### config.mk
export PLATFORM = sky130hd
export DESIGN_NAME = meas_done_ctrl
export DESIGN_NICKNAME = d
export VERILOG_FILES = /design/src/rtl/meas_done_ctrl.sv
export SDC_FILE = /design/constraint.sdc
export NUM_CORES = 1
export LEC_CHECK = 0
export CAP_MARGIN = 20
export CORE_MARGIN = 4
export CORE_UTILIZATION = 45
export DETAILED_ROUTE_END_ITERATION = 12
export GPL_ROUTABILITY_DRIVEN = 1
export PLACE_DENSITY = 0.74
export REMOVE_ABC_BUFFERS = 1
export SETUP_SLACK_MARGIN = 0.3
export SLEW_MARGIN = 20
export SYNTH_ARGS = -nofsm -noshare
export SYNTH_HDL_FRONTEND = slang
export SYNTH_SLANG_ARGS = --single-unit
### constraint.sdc
create_clock -name clk -period 4.8 [get_ports clk]
set_input_delay 0.96 -clock clk [delete_from_list [all_inputs] [get_ports clk]]
set_output_delay 0.96 -clock clk [all_outputs]
set_load 0.03 [all_outputs]
### src/rtl/meas_done_ctrl.sv
// meas_done_ctrl
//
// Measurement-completion controller for mLingua sample benches. After `en`
// rises it waits out a settling interval, then counts `valid` strobes (and
// the errors they qualify) until the measurement window closes or a watchdog
// expires. The sticky `done` flag drives one bit of the finish monitor's input
// vector.
//
// Parameters:
//   N_SETTLE  - cycles ignored after the `en` rise (0 skips settling)
//   N_MEAS    - qualified strobes that close the window (>= 1)
//   N_TIMEOUT - watchdog limit in cycles from the `en` rise (0 disables it)
//   CNT_W     - width of all counters and count outputs (>= 2)
//
// Ports:
//   clk      in   rising-edge sampling clock
//   rstb     in   asynchronous active-low reset (released synchronously here)
//   en       in   level; a rising edge starts a run, low aborts to IDLE
//   valid    in   one-cycle measurement strobe
//   err      in   error flag, only meaningful together with `valid`
//   done     out  sticky completion flag
//   pass     out  1 iff done, no counted error and no timeout
//   timeout  out  sticky watchdog-expired flag
//   meas_cnt out  qualified strobes counted this run (saturating)
//   err_cnt  out  qualified errors counted this run (saturating)
//
// Build option:
//   MEAS_DONE_ABORT_ON_ERR_EN - when defined, the first qualified error in the
//   measurement window ends the run immediately (done=1, pass=0). When not
//   defined, errors are only counted.

module meas_done_ctrl #(
  parameter int unsigned N_SETTLE  = 100,
  parameter int unsigned N_MEAS    = 1000,
  parameter int unsigned N_TIMEOUT = 1000000,
  parameter int unsigned CNT_W     = 32
) (
  input  logic             clk,
  input  logic             rstb,
  input  logic             en,
  input  logic             valid,
  input  logic             err,
  output logic             done,
  output logic             pass,
  output logic             timeout,
  output logic [CNT_W-1:0] meas_cnt,
  output logic [CNT_W-1:0] err_cnt
);

  localparam logic [1:0] ST_IDLE   = 2'd0;
  localparam logic [1:0] ST_SETTLE = 2'd1;
  localparam logic [1:0] ST_MEAS   = 2'd2;
  localparam logic [1:0] ST_DONE   = 2'd3;

  localparam logic [CNT_W-1:0] CNT_ZERO = '0;
  localparam logic [CNT_W-1:0] CNT_ONE  = {{(CNT_W-1){1'b0}}, 1'b1};

  // Settle counter value on the last settling cycle. Unused when N_SETTLE=0.
  localparam logic [CNT_W-1:0] SETTLE_LAST = CNT_W'(N_SETTLE) - CNT_ONE;
  localparam logic [CNT_W-1:0] MEAS_LIM    = CNT_W'(N_MEAS);
  localparam logic [CNT_W-1:0] WD_LIM      = CNT_W'(N_TIMEOUT);
  localparam bit               SETTLE_EN   = (N_SETTLE != 0);
  localparam bit               WD_EN       = (N_TIMEOUT != 0);

  // Counters stick at all-ones instead of wrapping.
  function automatic logic [CNT_W-1:0] sat_inc(input logic [CNT_W-1:0] v);
    return (&v) ? v : v + CNT_ONE;
  endfunction

  // ---------------------------------------------------------------------------
  // Reset synchroniser: assertion is immediate, release waits two edges so no
  // flop leaves reset on a clock edge that races the rstb deassertion.
  // ---------------------------------------------------------------------------
  logic [1:0] rst_sync_q;
  logic       rst_n;

  always_ff @(posedge clk or negedge rstb) begin
    if (!rstb) begin
      rst_sync_q <= 2'b00;
    end else begin
      rst_sync_q <= {rst_sync_q[0], 1'b1};
    end
  end

  assign rst_n = rst_sync_q[1];

  // ---------------------------------------------------------------------------
  // State and counters
  // ---------------------------------------------------------------------------
  logic [1:0]       state_q, state_d;
  logic             en_q;
  logic [CNT_W-1:0] settle_q, settle_d;
  logic [CNT_W-1:0] wd_q, wd_d;
  logic [CNT_W-1:0] meas_q, meas_d;
  logic [CNT_W-1:0] errc_q, errc_d;
  logic             timeout_q, timeout_d;
  logic             done_q, done_d;
  logic             pass_q, pass_d;

  logic             en_rise;
  logic [CNT_W-1:0] wd_inc;
  logic [CNT_W-1:0] meas_inc;
  logic             wd_hit;
  logic             win_full;
  logic             err_abort;

  assign en_rise  = en & ~en_q;
  assign wd_inc   = sat_inc(wd_q);
  assign meas_inc = sat_inc(meas_q);
  assign wd_hit   = WD_EN && (wd_inc == WD_LIM);
  assign win_full = valid && (meas_inc == MEAS_LIM);

`ifdef MEAS_DONE_ABORT_ON_ERR_EN
  assign err_abort = valid & err;
`else
  assign err_abort = 1'b0;
`endif

  always_comb begin
    state_d   = state_q;
    settle_d  = settle_q;
    wd_d      = wd_q;
    meas_d    = meas_q;
    errc_d    = errc_q;
    timeout_d = timeout_q;

    case (state_q)
      ST_IDLE: begin
        // Counters are held at zero here, so entry into a run starts clean.
        settle_d  = CNT_ZERO;
        wd_d      = CNT_ZERO;
        meas_d    = CNT_ZERO;
        errc_d    = CNT_ZERO;
        timeout_d = 1'b0;
        if (en_rise) begin
          state_d = SETTLE_EN ? ST_SETTLE : ST_MEAS;
        end
      end

      ST_SETTLE: begin
        if (!en) begin
          state_d = ST_IDLE;
        end else begin
          settle_d = sat_inc(settle_q);
          wd_d     = wd_inc;
          if (wd_hit) begin
            timeout_d = 1'b1;
            state_d   = ST_DONE;
          end else if (settle_q == SETTLE_LAST) begin
            state_d = ST_MEAS;
          end
        end
      end

      ST_MEAS: begin
        if (!en) begin
          state_d = ST_IDLE;
        end else begin
          wd_d = wd_inc;
          // The strobe on the closing edge is always counted, even when the
          // watchdog expires on the same edge.
          if (valid) begin
            meas_d = meas_inc;
            if (err) begin
              errc_d = sat_inc(errc_q);
            end
          end
          if (wd_hit) begin
            timeout_d = 1'b1;
          end
          if (wd_hit || win_full || err_abort) begin
            state_d = ST_DONE;
          end
        end
      end

      ST_DONE: begin
        if (!en) begin
          state_d = ST_IDLE;
        end
      end

      default: begin
        state_d = ST_IDLE;
      end
    endcase

    // Leaving a run clears the counts so IDLE always presents zeros.
    if (state_d == ST_IDLE) begin
      settle_d  = CNT_ZERO;
      wd_d      = CNT_ZERO;
      meas_d    = CNT_ZERO;
      errc_d    = CNT_ZERO;
      timeout_d = 1'b0;
    end

    done_d = (state_d == ST_DONE);
    pass_d = done_d && (errc_d == CNT_ZERO) && !timeout_d;
  end

  always_ff @(posedge clk or negedge rst_n) begin
    if (!rst_n) begin
      state_q   <= ST_IDLE;
      // A level already high when reset releases is not treated as a rise.
      en_q      <= 1'b1;
      settle_q  <= CNT_ZERO;
      wd_q      <= CNT_ZERO;
      meas_q    <= CNT_ZERO;
      errc_q    <= CNT_ZERO;
      timeout_q <= 1'b0;
      done_q    <= 1'b0;
      pass_q    <= 1'b0;
    end else begin
      state_q   <= state_d;
      en_q      <= en;
      settle_q  <= settle_d;
      wd_q      <= wd_d;
      meas_q    <= meas_d;
      errc_q    <= errc_d;
      timeout_q <= timeout_d;
      done_q    <= done_d;
      pass_q    <= pass_d;
    end
  end

  assign done     = done_q;
  assign pass     = pass_q;
  assign timeout  = timeout_q;
  assign meas_cnt = meas_q;
  assign err_cnt  = errc_q;

endmodule

After elaboration in Yosys (flattened, before gate mapping):

Index checks and enable logic that the tools add are counted.

* equality and inequality tests: 12
* reductions and logical operators: 19
* multiplexer cells: 31
* bitwise logic cells: 2
* add/subtract/negate cells: 4

Operators by type and width (count)
* $mux 32: 15
* $pmux 32 s2: 4
* $add 32x1->32 const B: 4
* $reduce_and 32->1: 4
* $eq 32x10->1 const B: 1
* $eq 32x20->1 const B: 1
* $eq 32x7->1 const B: 1
* $logic_not 32->1: 1
* $mux 2: 7
* $ne 3x3->1 const B: 4
* $reduce_bool 3->1: 3
* $pmux 2 s4: 1
* $eq 2x2->1 const B: 3
* $reduce_and 3->1: 2
* $logic_not 2->1: 2
* $logic_and 1x1->1: 3
* $mux 1: 3
* $ne 3x1->1 const B: 1
* $eq 2x1->1 const B: 1
* $pmux 1 s2: 1
* $reduce_and 2->1: 1
* $reduce_or 2->1: 1
* $and 1x1->1: 1
* $logic_not 1->1: 1
* 2 further kinds: 2

* input bits: 5
* output and inout bits: 67
* register bits after elaboration: 136
* word-level logic and storage cells: 78

Depth between registers and ports, before layout:

* depth after elaboration: 13
* gate-level depth with buffers: 14
* depth with buffers taken out: 11

Worst setup path before layout:

No wires, ideal clock.

* path kind: reg2reg
* from: register meas_q[0] (netlist: meas_cnt[0])
* to: register wd_q[15]
* clock period less this slack: 3517 ps
* buffers on the path: 3
* stages on the path, launching flop included: 14
* data required time: 4704 ps
* arrival: 3421 ps
* library setup time: 96 ps
* slack: 1283 ps
* cells stage by stage: dfrtp_1 ha_1 and4_1 clkbuf_1 nand4_1 o2111a_1 a311oi_1 a21oi_1 or4_4 o31ai_4 a211oi_1 buf_6 buf_6 a311oi_2

* cells in the longest elaborated chain, start to end: 11
* elaborated cells between the ends (all ways): 14
* those cells by class: add/sub (1); eq/ne (2); mux (5); reduce/logical (6)

RTL lines
* start, declared: RTL line 94 `logic [CNT_W-1:0] meas_q, meas_d;`
* start signal, assigned: RTL line 218 `meas_q <= meas_d;`
* $add 32x1->32 / $reduce_and 32->1 (equally long branches): RTL line 67 `return (&v) ? v : v + CNT_ONE;`
* $mux 32 (*): RTL line 67
* $eq 32x10->1 (*): RTL line 111 `assign win_full = valid && (meas_inc == MEAS_LIM);`
* $logic_and 1x1->1 (*): RTL line 111
* $logic_or 1x1->1 (*): RTL line 171 `if (wd_hit || win_full || err_abort) begin`
* $mux 2 (*): RTL line 171
* $mux 2 (*): RTL line 156 `if (!en) begin`
* $pmux 2 s4 (*): RTL line 127 `case (state_q)`
* $logic_not 2->1 (*): RTL line 189 `if (state_d == ST_IDLE) begin`
* $ne 3x1->1 (no line) / $reduce_bool 3->1 (equally long branches)
* $reduce_and 2->1 (no line)
* end signal, assigned: RTL line 217 `wd_q <= wd_d;`
* end, declared: RTL line 93 `logic [CNT_W-1:0] wd_q, wd_d;`

Mark *: on every way between the ends. The rest lies on a longest branch, timed or not.
A chain may end at the register's enable or synchronous reset.

Final worst setup path:

* from: register wd_q[24]
* to: register wd_q[5]

* cells in the longest elaborated chain, start to end: 10
* elaborated cells between the ends (all ways): 17
* those cells by class: add/sub (1); eq/ne (2); mux (9); reduce/logical (5)

RTL lines
* $add 32x1->32 / $reduce_and 32->1 (equally long branches): RTL line 67
* $mux 32 (*): RTL line 67
* $eq 32x20->1: RTL line 110 `assign wd_hit = WD_EN && (wd_inc == WD_LIM);`
* $logic_or 1x1->1: RTL line 171
* $mux 2: RTL line 171
* $mux 2: RTL line 156
* $pmux 2 s4: RTL line 127
* $logic_not 2->1: RTL line 189
* $ne 3x1->1 (no line) / $reduce_bool 3->1 (equally long branches)
* $reduce_and 2->1 (no line)

Mark *: on every way between the ends. The rest lies on a longest branch, timed or not. The select of a mux whose other input is x is not followed.

==> reports/metrics.cfg <==
[timing]
setup-tns-final_ns = 0
setup_viol = 0
slew_violations = 0
finalClockSkew_ns = 0.0144
fmax_mhz = 242
worst_slew_pin_slew_ns = 1.04
finalHoldViolCount = 0
relSlewSlack = 0.307
min_period_ns = 4.14
post-route-period-util = 0.862
rsz0062_at_grt = no

[worst_setup_path]
crit_fanout = 71
slowest_stage = or4_1
crit_type = register to register
path_common_cell = buf_4
critPathMaxStageDelay_ns = 0.70
critical_path.endpoint_type = register
cp.required_ns = 5.13
worstRegToRegCells = 11
crit_path_start_kind = register
path_cells = nand4_2 -> or4_1 -> nor3_4 -> a21oi_1 -> o32ai_1 -> nand4b_1 -> nor4_1 -> buf_4 -> a211oi_4 -> buf_4 -> a311oi_2
cp.arrival_ns = 4.47

[die]
num_rows = 53
start_util = 0.459
ioPinCount = 72
die_h_um = 155
dieWidth_um = 155
die_area_sq_mm = 0.0240
core_sq_mm = 0.0212

[global_route]
antenna_found_initial = 0
grt_start_max_net_pins = 72
grt_pass1_wl_um = 46200
grt_pass1_vias = 9029
grt_usage = 0.229
grt-ovfl-total = 0

[clocking]
cts-htree-levels = 4
root_buffer = clkbuf_16
numCtsBuffers = 17
worstSkewPairLatency_ns = 0.43
post_cts_buffers = 0
tritoncts = yes
clk_pin_slew_ns = 0.06
cts_sinks = 136
cts_buffer_depth = 2
cts_resized = 0
cts_hold_buf = 0

[placement]
post-dp-hpwl_um = 19000
place_area_sq_mm = 0.0106
gp_congestion = 0.931
io_buffers = 71

[synth]
synth_seq_cells = 136
synth_top_area_frac = 0.348
yosysTopAreaCell = dfrtp_1
synth_area_per_cell_sq_um = 8.18
synth-seq-area-share = 0.350
ys_types = 75
netlist_area_sq_mm = 0.00972
synthCells = 1188
async_flop_share = 1.00
synth_ff_type = dfrtp_1
synth_edf_count = 0
synthTopCellsByArea = dfrtp_1 35%, nor2_1 4.6%, a21oi_1 4.5%
yosys_warnings = 0

[route]
wl_um = 27700
vias = 9624
drtIter0Drc = 956
drc = 0
wl_per_cell_um = 18.4
firstDrtPassIters = 8
final_antenna_net_count = 0
viasPerCell = 6.41

[layout]
drive_above_1_share = 0.0978
synthToLayoutAreaGrowth_pct = 15.2
postLayoutCellArea_sq_mm = 0.0112
final_net_count = 1228
antenna_cells = 0

[power]
power_mw = 3.42
leakage_nw = 4.06
p_per_area_mw_per_mm2 = 306
vdd_drop_max_mv = 0.333

[outcome]
status = completed

[job]
max_cap_violations = 0

[min_path]
hold_class = register to async pin

==> metrics by stage <==
step,setup WS [ns],instances,utilization,hold slack (ns)
2_1_floorplan,-7.79,1106,-,0.331
5_1_grt,0.444,1502,0.529,0.373
3_5_place_dp,0.439,1471,0.499,0.345
3_3_place_gp,0.499,1471,0.499,0.336
4_1_cts,0.746,1502,0.529,0.359
6_report,0.661,1502,0.529,0.337
==> worst max-delay path: cells and delay by family (launching register included) <==
| family | cells | cell delay [ns] |
|---|---|---|
| flops | 1 | 0.54 |
| compound gates | 4 | 0.80 |
| simple gates | 5 | 2.04 |
| buf+inv | 2 | 0.61 |
==> layer usage <==
metal  global-route usage  share of wire  vias up  wire [um]
met5                    0              0        -          0
met4               0.0627          0.020        0        566
met3               0.0523          0.072       61       1990
met2                0.358           0.46      398      12700
met1                0.322           0.45     4667      12400
li1                     -              -     4498          -
==> synth_stat cells (all sizes together) (4+ instances only) <==
library cell and count:
o31ai 4, a22oi 11, and4 25, or2 4
nand2 111, o211ai 20, ha 8, dfrtp 135
clkbuf 58, o2111ai 4, a41oi 4, xnor2 25
nor3b 5, a211oi 8, or4 10, a21oi 88
nor3 74, o32ai 4, nand4b 6, o31a 5
o21ai 55, xor2 26, nor2 120, and3 31
or3 16, nor4 30, and2 12, o21a 4
a21boi 4, inv 25, a311oi 22, nand3 72
a31oi 23, nand2b 11, nor2b 12, nand4 49
buf 24, mux2i 6
==> final timing paths <==
path | slack (ns) | endpoint | start
hold reg to reg | 0.34 | wd_q[7] | rst_sync_q[1]
max in group asynchronous | 3.43 | meas_cnt[30] | rst_sync_q[1]
setup / recovery | 0.66 | wd_q[5] | wd_q[24]
setup reg to reg | 0.66 | wd_q[5] | wd_q[24]
min in group clk | 0.36 | rst_sync_q[1] | rst_sync_q[0]
hold / removal | 0.34 | wd_q[7] | rst_sync_q[1]
==> area by class of cell <==
cell class              instances  area (sq um)
fillers                      1970          9960
multi-input cells             945          5870
flip-flops and latches        136          3410
repair buffers                 90           853
clock buffers                  17           425
well taps                     275           344
clock inverters                14           199
inverters                      25          93.8
==> where the power goes <==
| part | switching, mW | leakage, nW | internal [mW] | total (mW) |
|---|---|---|---|---|
| Clock | 0.537 | 0.292 | 0.870 | 1.41 |
| Combinational | 0.673 | 1.88 | 0.160 | 0.833 |
| Sequential | 0.0222 | 1.89 | 1.16 | 1.18 |
==> cell usage in the layout (no fill, tap or decap), types with 8 or more instances in the layout <==
cell type | netlist | final
and3_1 | 31 | 31
nor3_1 | 38 | 38
nor4_1 | 28 | 28
nor3_2 | 35 | 35
a311oi_1 | 12 | 12
a311oi_2 | 10 | 10
clkdlybuf4s50_1 | 0 | 71
inv_1 | 25 | 25
and2_1 | 12 | 12
or3_1 | 16 | 16
o211ai_1 | 20 | 20
xnor2_1 | 25 | 25
nor2_1 | 120 | 120
xor2_1 | 26 | 26
a22oi_1 | 11 | 11
a21oi_1 | 88 | 87
or4_1 | 9 | 9
nor2b_1 | 12 | 11
nand2_1 | 111 | 111
nand2b_1 | 11 | 11
ha_1 | 8 | 8
dfrtp_1 | 135 | 134
nand4_1 | 47 | 47
nand3_1 | 71 | 71
clkbuf_16 | 0 | 17
and4_1 | 25 | 25
o21ai_0 | 55 | 55
a31oi_1 | 23 | 23
buf_4 | 0 | 19
==> sequential cells by signal, summed over array words and instances (netlist names) <==
| signal | cells |
|---|---|
| wd_q | 32 |
| meas_cnt | 32 |
| rst_sync_q | 2 |
| done | 1 |
| en_q | 1 |
| pass | 1 |
| state_q | 2 |
| timeout | 1 |
| settle_q | 32 |
| err_cnt | 32 |
==> cell families after synthesis <==
family,after synthesis,synth area share
DFF,136,0.350
adders and majority gates,8,0.0103
muxes,7,0.00734
buffers and inverters,107,0.0484
AOI/OAI and AO/OA,282,0.196
other,1,0.000386
and+or+nand+nor,596,0.341
xor gates and xnor gates,51,0.0460
Note: power is estimated with default switching activity, not from simulation.
==> patch 1 (config.mk and constraints unchanged) <==
Set the parameter `CNT_W` to 40 (it was 32).
--- a/src/rtl/meas_done_ctrl.sv
+++ b/src/rtl/meas_done_ctrl.sv
@@ -35,3 +35,3 @@
   parameter int unsigned N_TIMEOUT = 1000000,
-  parameter int unsigned CNT_W     = 32
+  parameter int unsigned CNT_W     = 40
 ) (
Interface: changed (resized err_cnt and meas_cnt); port bits go from 72 to 88. No check against the original RTL was run, so the function may have changed too.
==> patch 1 against the unedited design <==
Die area rose by 27%. Sequential cell count grew 32. Synthesized area grew 29%. Non-clock buffer count up 24. Routed wire length up 34%. First-iteration DRC count up 46%. Cell area is 26% higher. Clock skew is 0.0063 ns higher. Power is 12% higher. Fmax is 0.98% lower. Setup slack worse by 0.041 ns. Hold slack better by 0.018 ns. Largest cell class unchanged.
==> patch 1: results (changes against the unedited design) <==
Outcome
  • Status: finished, final reports clean

STA
  • Final Cycle Share: 87.1% (+0.86 points)
  • Layout Skew: 0.0207 ns (+0.00634 ns)

Synthesis
  • Mux share of post-synthesis cell area: 1.42% (+0.68 points)
  • Sequential cell area fraction in the yosys report: 33.6% (-1.5 points)
  • Compound-cell area share of the yosys netlist: 27.4% (+7.8 points)
  • Netlist cell types: 86 (+15%)
  • Synth top area cells: dfrtp_1, a21oi_1, nand2_1
  • Xor and xnor area share after synthesis: 4.39% (-0.20 points)
  • Post-Synth Adder-Cell Area: 0.799% (-0.23 points)
  • Commonest cells post-synth: dfrtp_1, nand2_1, a21oi_1

Global route
  • Grt met1 use: 35.0% (+2.8 points)
  • GRT Total Usage: 23.8% (+0.87 points)
  • Routing usage on met3: 3.89% (-1.3 points)
  • Vias in the first global route: 11500 (+27%)
  • First-pass GRT wire length: 61.2 mm (+33%)
  • Largest net degree at the start of global routing: 167 (+130%)

Placed design
  • Dpl cells: 1888 (+28%)
  • Final HPWL DP: 25.0 mm (+32%)
  • IO buf count: 87 (+23%)
  • Pre-CTS setup slack: 0.479 ns (+0.0406 ns)
  • Placed instance area: 13500 um2 (+28%)
  • Global placement routability congestion: 0.928 (-0.35%)

Route
  • WL/cell: 19.3 um (+4.6%)
  • WL met1: 16.8 mm (+35%)
  • Total wire length: 37.0 mm (+34%)
  • Met3 WL: 2.69 mm (+36%)
  • DRT Pass-1 Iters: 6 (-2)
  • Met2 wire len: 16.7 mm (+32%)
  • Vias: 12400 (+29%)

Power
  • Combinational power: 0.983 mW (+18%)
  • Max rail drop VDD: 0.000313 V (-6.1%)
  • Part of the power in combinational logic: 25.6% (+1.2 points)
  • Leakage: 4.85 nW (+19%)
  • Seq. pwr: 1.44 mW (+22%)
  • Int Power: 2.39 mW (+9.3%)

Finish
  • Layout cell share with drive strength beyond 1: 12.2% (+2.4 points)
  • Nets@finish: 1548 (+26%)

Setup path
  • Worst EP arrival: 4.46 ns (about the same)
  • Worst-path maximum fanout: 112 (+58%)
  • Reg-to-Reg Start: wd_q[0]

Min path
  • HP Class: reg -> reg
## patch 1: changes by cell type after synthesis, moves of 20 or more
cell / delta
a21oi_1: +28
buf_2: +23
nor3_2: -35
a21oi_2: +60
nand3_1: +27
a22oi_1: +20
nand2_1: +34
a211oi_2: +25
o21ai_0: +32
dfrtp_1: +32
## patch 1: layout make-up
cell class | count | area, um2
repair buffers | 114 | 1130
fillers | 2618 | 13000
well taps | 372 | 465
clock buffers | 18 | 429
flip-flops and latches | 168 | 4210
inverters | 26 | 97.6
clock inverters | 14 | 159
multi-input cells | 1208 | 7660
## patch 1: worst paths after layout
check,to,slack [ns],cells past startpoint
worst min register to register,rst_sync_q[1],0.35,0
worst max register to register,err_cnt[35],0.62,11
max in group asynchronous,err_cnt[30],3.64,1
worst min-delay path,rst_sync_q[1],0.35,0
min in group asynchronous,wd_q[1],0.49,1
worst max-delay path,err_cnt[35],0.62,11
==> patch 2 (same settings) <==
Without the edit above. Register the input `en` before use, cleared by the reset. The logic sees it one clock later. The other inputs are not delayed to match. Comments in the files are not updated.
--- a/src/rtl/meas_done_ctrl.sv
+++ b/src/rtl/meas_done_ctrl.sv
@@ -64,2 +64,12 @@
 
+  logic en_r;
+
+  always_ff @(posedge clk or negedge rstb) begin
+    if (!rstb) begin
+      en_r <= '0;
+    end else begin
+      en_r <= en;
+    end
+  end
+
   // Counters stick at all-ones instead of wrapping.
@@ -106,3 +116,3 @@
 
-  assign en_rise  = en & ~en_q;
+  assign en_rise  = en_r & ~en_q;
   assign wd_inc   = sat_inc(wd_q);
@@ -140,3 +150,3 @@
       ST_SETTLE: begin
-        if (!en) begin
+        if (!en_r) begin
           state_d = ST_IDLE;
@@ -155,3 +165,3 @@
       ST_MEAS: begin
-        if (!en) begin
+        if (!en_r) begin
           state_d = ST_IDLE;
@@ -177,3 +187,3 @@
       ST_DONE: begin
-        if (!en) begin
+        if (!en_r) begin
           state_d = ST_IDLE;
@@ -214,3 +224,3 @@
       state_q   <= state_d;
-      en_q      <= en;
+      en_q      <= en_r;
       settle_q  <= settle_d;
Check against the original RTL: same outputs for any inputs over 10 cycles, from zero or initial values and one cycle with rstb low; that may be too few to reach the edited logic, so the function may still have changed.
==> patch 2 against the unedited design <==
Routed wire length grew 1.9%. Sequential cell count grew 1. Sequential share of layout area is 0.61 points lower. Synthesized area rose by 3.1%. Power down 1.6%. Die area grew 2.9%. Cell area is 2.8% higher. Global-route usage barely moved. Hold slack better by 0.012 ns. Setup slack better by 0.17 ns.
==> patch 2: results (changes against the unedited design) <==
Outcome
  • Status: finished, final reports clean

Clocking
  • Total CTS buffers: 17 (unchanged)
  • Clock-pin slew on the worst setup and hold paths: 0.06 ns (about the same)
  • Post-CTS setup-driven buffer insertion count: 0 (unchanged)
  • H-tree depth: 4 (unchanged)
  • Skew-Pair Late Insertion Delay: 0.43 ns (about the same)
  • Root buf cell: clkbuf_16

Power
  • Leakage: 4.04 nW (-0.57%)
  • Max rail drop VDD: 0.000318 V (-4.4%)
  • Int Power: 2.19 mW (about the same)

Synthesis
  • Synth top area cells: dfrtp_1, nor2_1, nand2_1
  • Sequential cell area fraction in the yosys report: 34.2% (-0.80 points)
  • Netlist cell types: 79 (+5.3%)
  • Commonest cells post-synth: dfrtp_1, nor2_1, nand2_1

Setup path
  • Worst EP arrival: 4.29 ns (-0.18 ns)
  • Reg2reg setup slack: 0.83 ns (+0.17 ns)
  • Crit-path slowest cell: or4_4
  • Reg-to-Reg Start: wd_q[0]
  • Worst-path maximum fanout: 64 (-9.9%)
  • Worst stage delay on the critical path: 0.49 ns (-0.21 ns)
  • RR Endpoint: meas_cnt[14]

Finish
  • Number of fill cells: 2061 (+4.6%)
  • Layout cell share with drive strength beyond 1: 10.4% (+0.64 points)
  • Nets@finish: 1267 (+3.2%)

Global route
  • First-pass GRT wire length: 47.1 mm (+1.9%)
  • M2 GR Usage: 36.0% (+0.24 points)
  • Largest net degree at the start of global routing: 66 (-8.3%)
  • Routing usage on met3: 3.85% (-1.4 points)
  • GR peak layer: met2
  • Grt met1 use: 32.3% (+0.076 points)
  • GRT Total Usage: 23.0% (+0.031 points)
  • Vias in the first global route: 9008 (-0.23%)

Route
  • DRT Pass-1 Iters: 6 (-2)
  • Total wire length: 28.2 mm (+1.9%)
  • Via density: 6.36 (-0.76%)
  • Initial detailed-routing violation count: 966 (+1.0%)

Placed design
  • Global placement routability congestion: 0.983 (+5.6%)
  • Pre-CTS setup slack: 0.836 ns (+0.397 ns)
  • Final HPWL DP: 19.5 mm (+2.8%)

STA
  • Layout Skew: 0.00957 ns (-0.00479 ns)
  • Slew margin rel.: 31.4% (+0.70 points)

Min path
  • Critical hold path startpoint: rst_sync_q[0]
  • HP Class: reg -> reg
## patch 2: cell count changes in the layout (fill, tap and decap cells not counted), moves of 5 or more
| cell | delta |
|---|---|
| clkbuf_8 | +6 |
| nor3_1 | +5 |
| nor3_2 | -12 |
| xor2_1 | -8 |
| mux2_2 | +9 |
| o21ai_0 | +18 |
| nor2_1 | +14 |
| xnor2_1 | +6 |
| nand2_1 | +8 |
| a311oi_2 | +10 |
| a21oi_1 | -24 |
| o211ai_1 | -9 |
| and3_1 | -7 |
## patch 2: cell families after synthesis
logic type               synth area share (%)
AO/OA/AOI/OAI                            20.9
XOR/XNOR                                 4.28
adder cells (fa/ha/maj)                 0.999
buffers and inverters                    4.93
flip-flops                               34.2
multiplexers                             1.32
other                                  0.0374
AND/OR/NAND/NOR                          33.2
## patch 2: area by class of cell
cell class	count	share of cell area, %
Sequential cell	137	29.8
Multi-Input combinational cell	978	53.1
Timing Repair Buffer	91	7.70
Clock inverter	9	0.957
Tap cell	280	3.05
Inverter	29	0.946
Clock buffer	23	4.42
## patch 2: power groups by stage
stage	registers (mW)	clock network, mW	logic (mW)
6_report	1.19	1.38	0.797
5_1_grt	1.19	1.45	0.878
4_1_cts	1.19	1.39	0.802
3_5_place_dp	1.21	0	0.801
3_3_place_gp	1.21	0	0.785
2_1_floorplan	1.21	0	0.490
## patch 2: worst max-delay path, delay by kind of cell, from the launching register on
kind,cells,cell delay (ns)
buffers and inverters,1,0.22
multiplexers,1,0.37
adder cells (fa/ha/maj),1,0.31
flip-flops,1,0.44
AO/OA/AOI/OAI,2,0.41
AND/OR/NAND/NOR,6,2.09
## patch 2: worst max-delay path by stage
stage	end	startpoint	slack, ns	depth (start not counted)
after floorplan	settle_q[0]	meas_cnt[0]	-3.31	10
after global placement	pass	err	0.86	10
after detailed placement	pass	valid	0.84	10
after CTS	meas_cnt[14]	wd_q[0]	0.84	11
after global routing	meas_cnt[14]	wd_q[0]	0.60	12
final	meas_cnt[14]	wd_q[0]	0.83	11
## patch 2: per-layer routing
layer | up-vias | routed length [um]
met3 | 74 | 1930
met5 | - | 0
met4 | 0 | 694
met2 | 399 | 12900
li1 | 4665 | -
met1 | 4699 | 12600
## patch 2: stage by stage
step                      power, mW  hold WS [ns]  cells  util (%)  area, um2
after global routing           3.52         0.369   1547      52.5      11500
final                          3.37         0.348   1547      52.5      11500
after detailed placement       2.01         0.345   1515      49.7      10900
after global placement         2.00         0.340   1515      49.7      10900
after floorplan                1.70         0.331   1144         -       9630
after CTS                      3.39         0.359   1547      52.5      11500
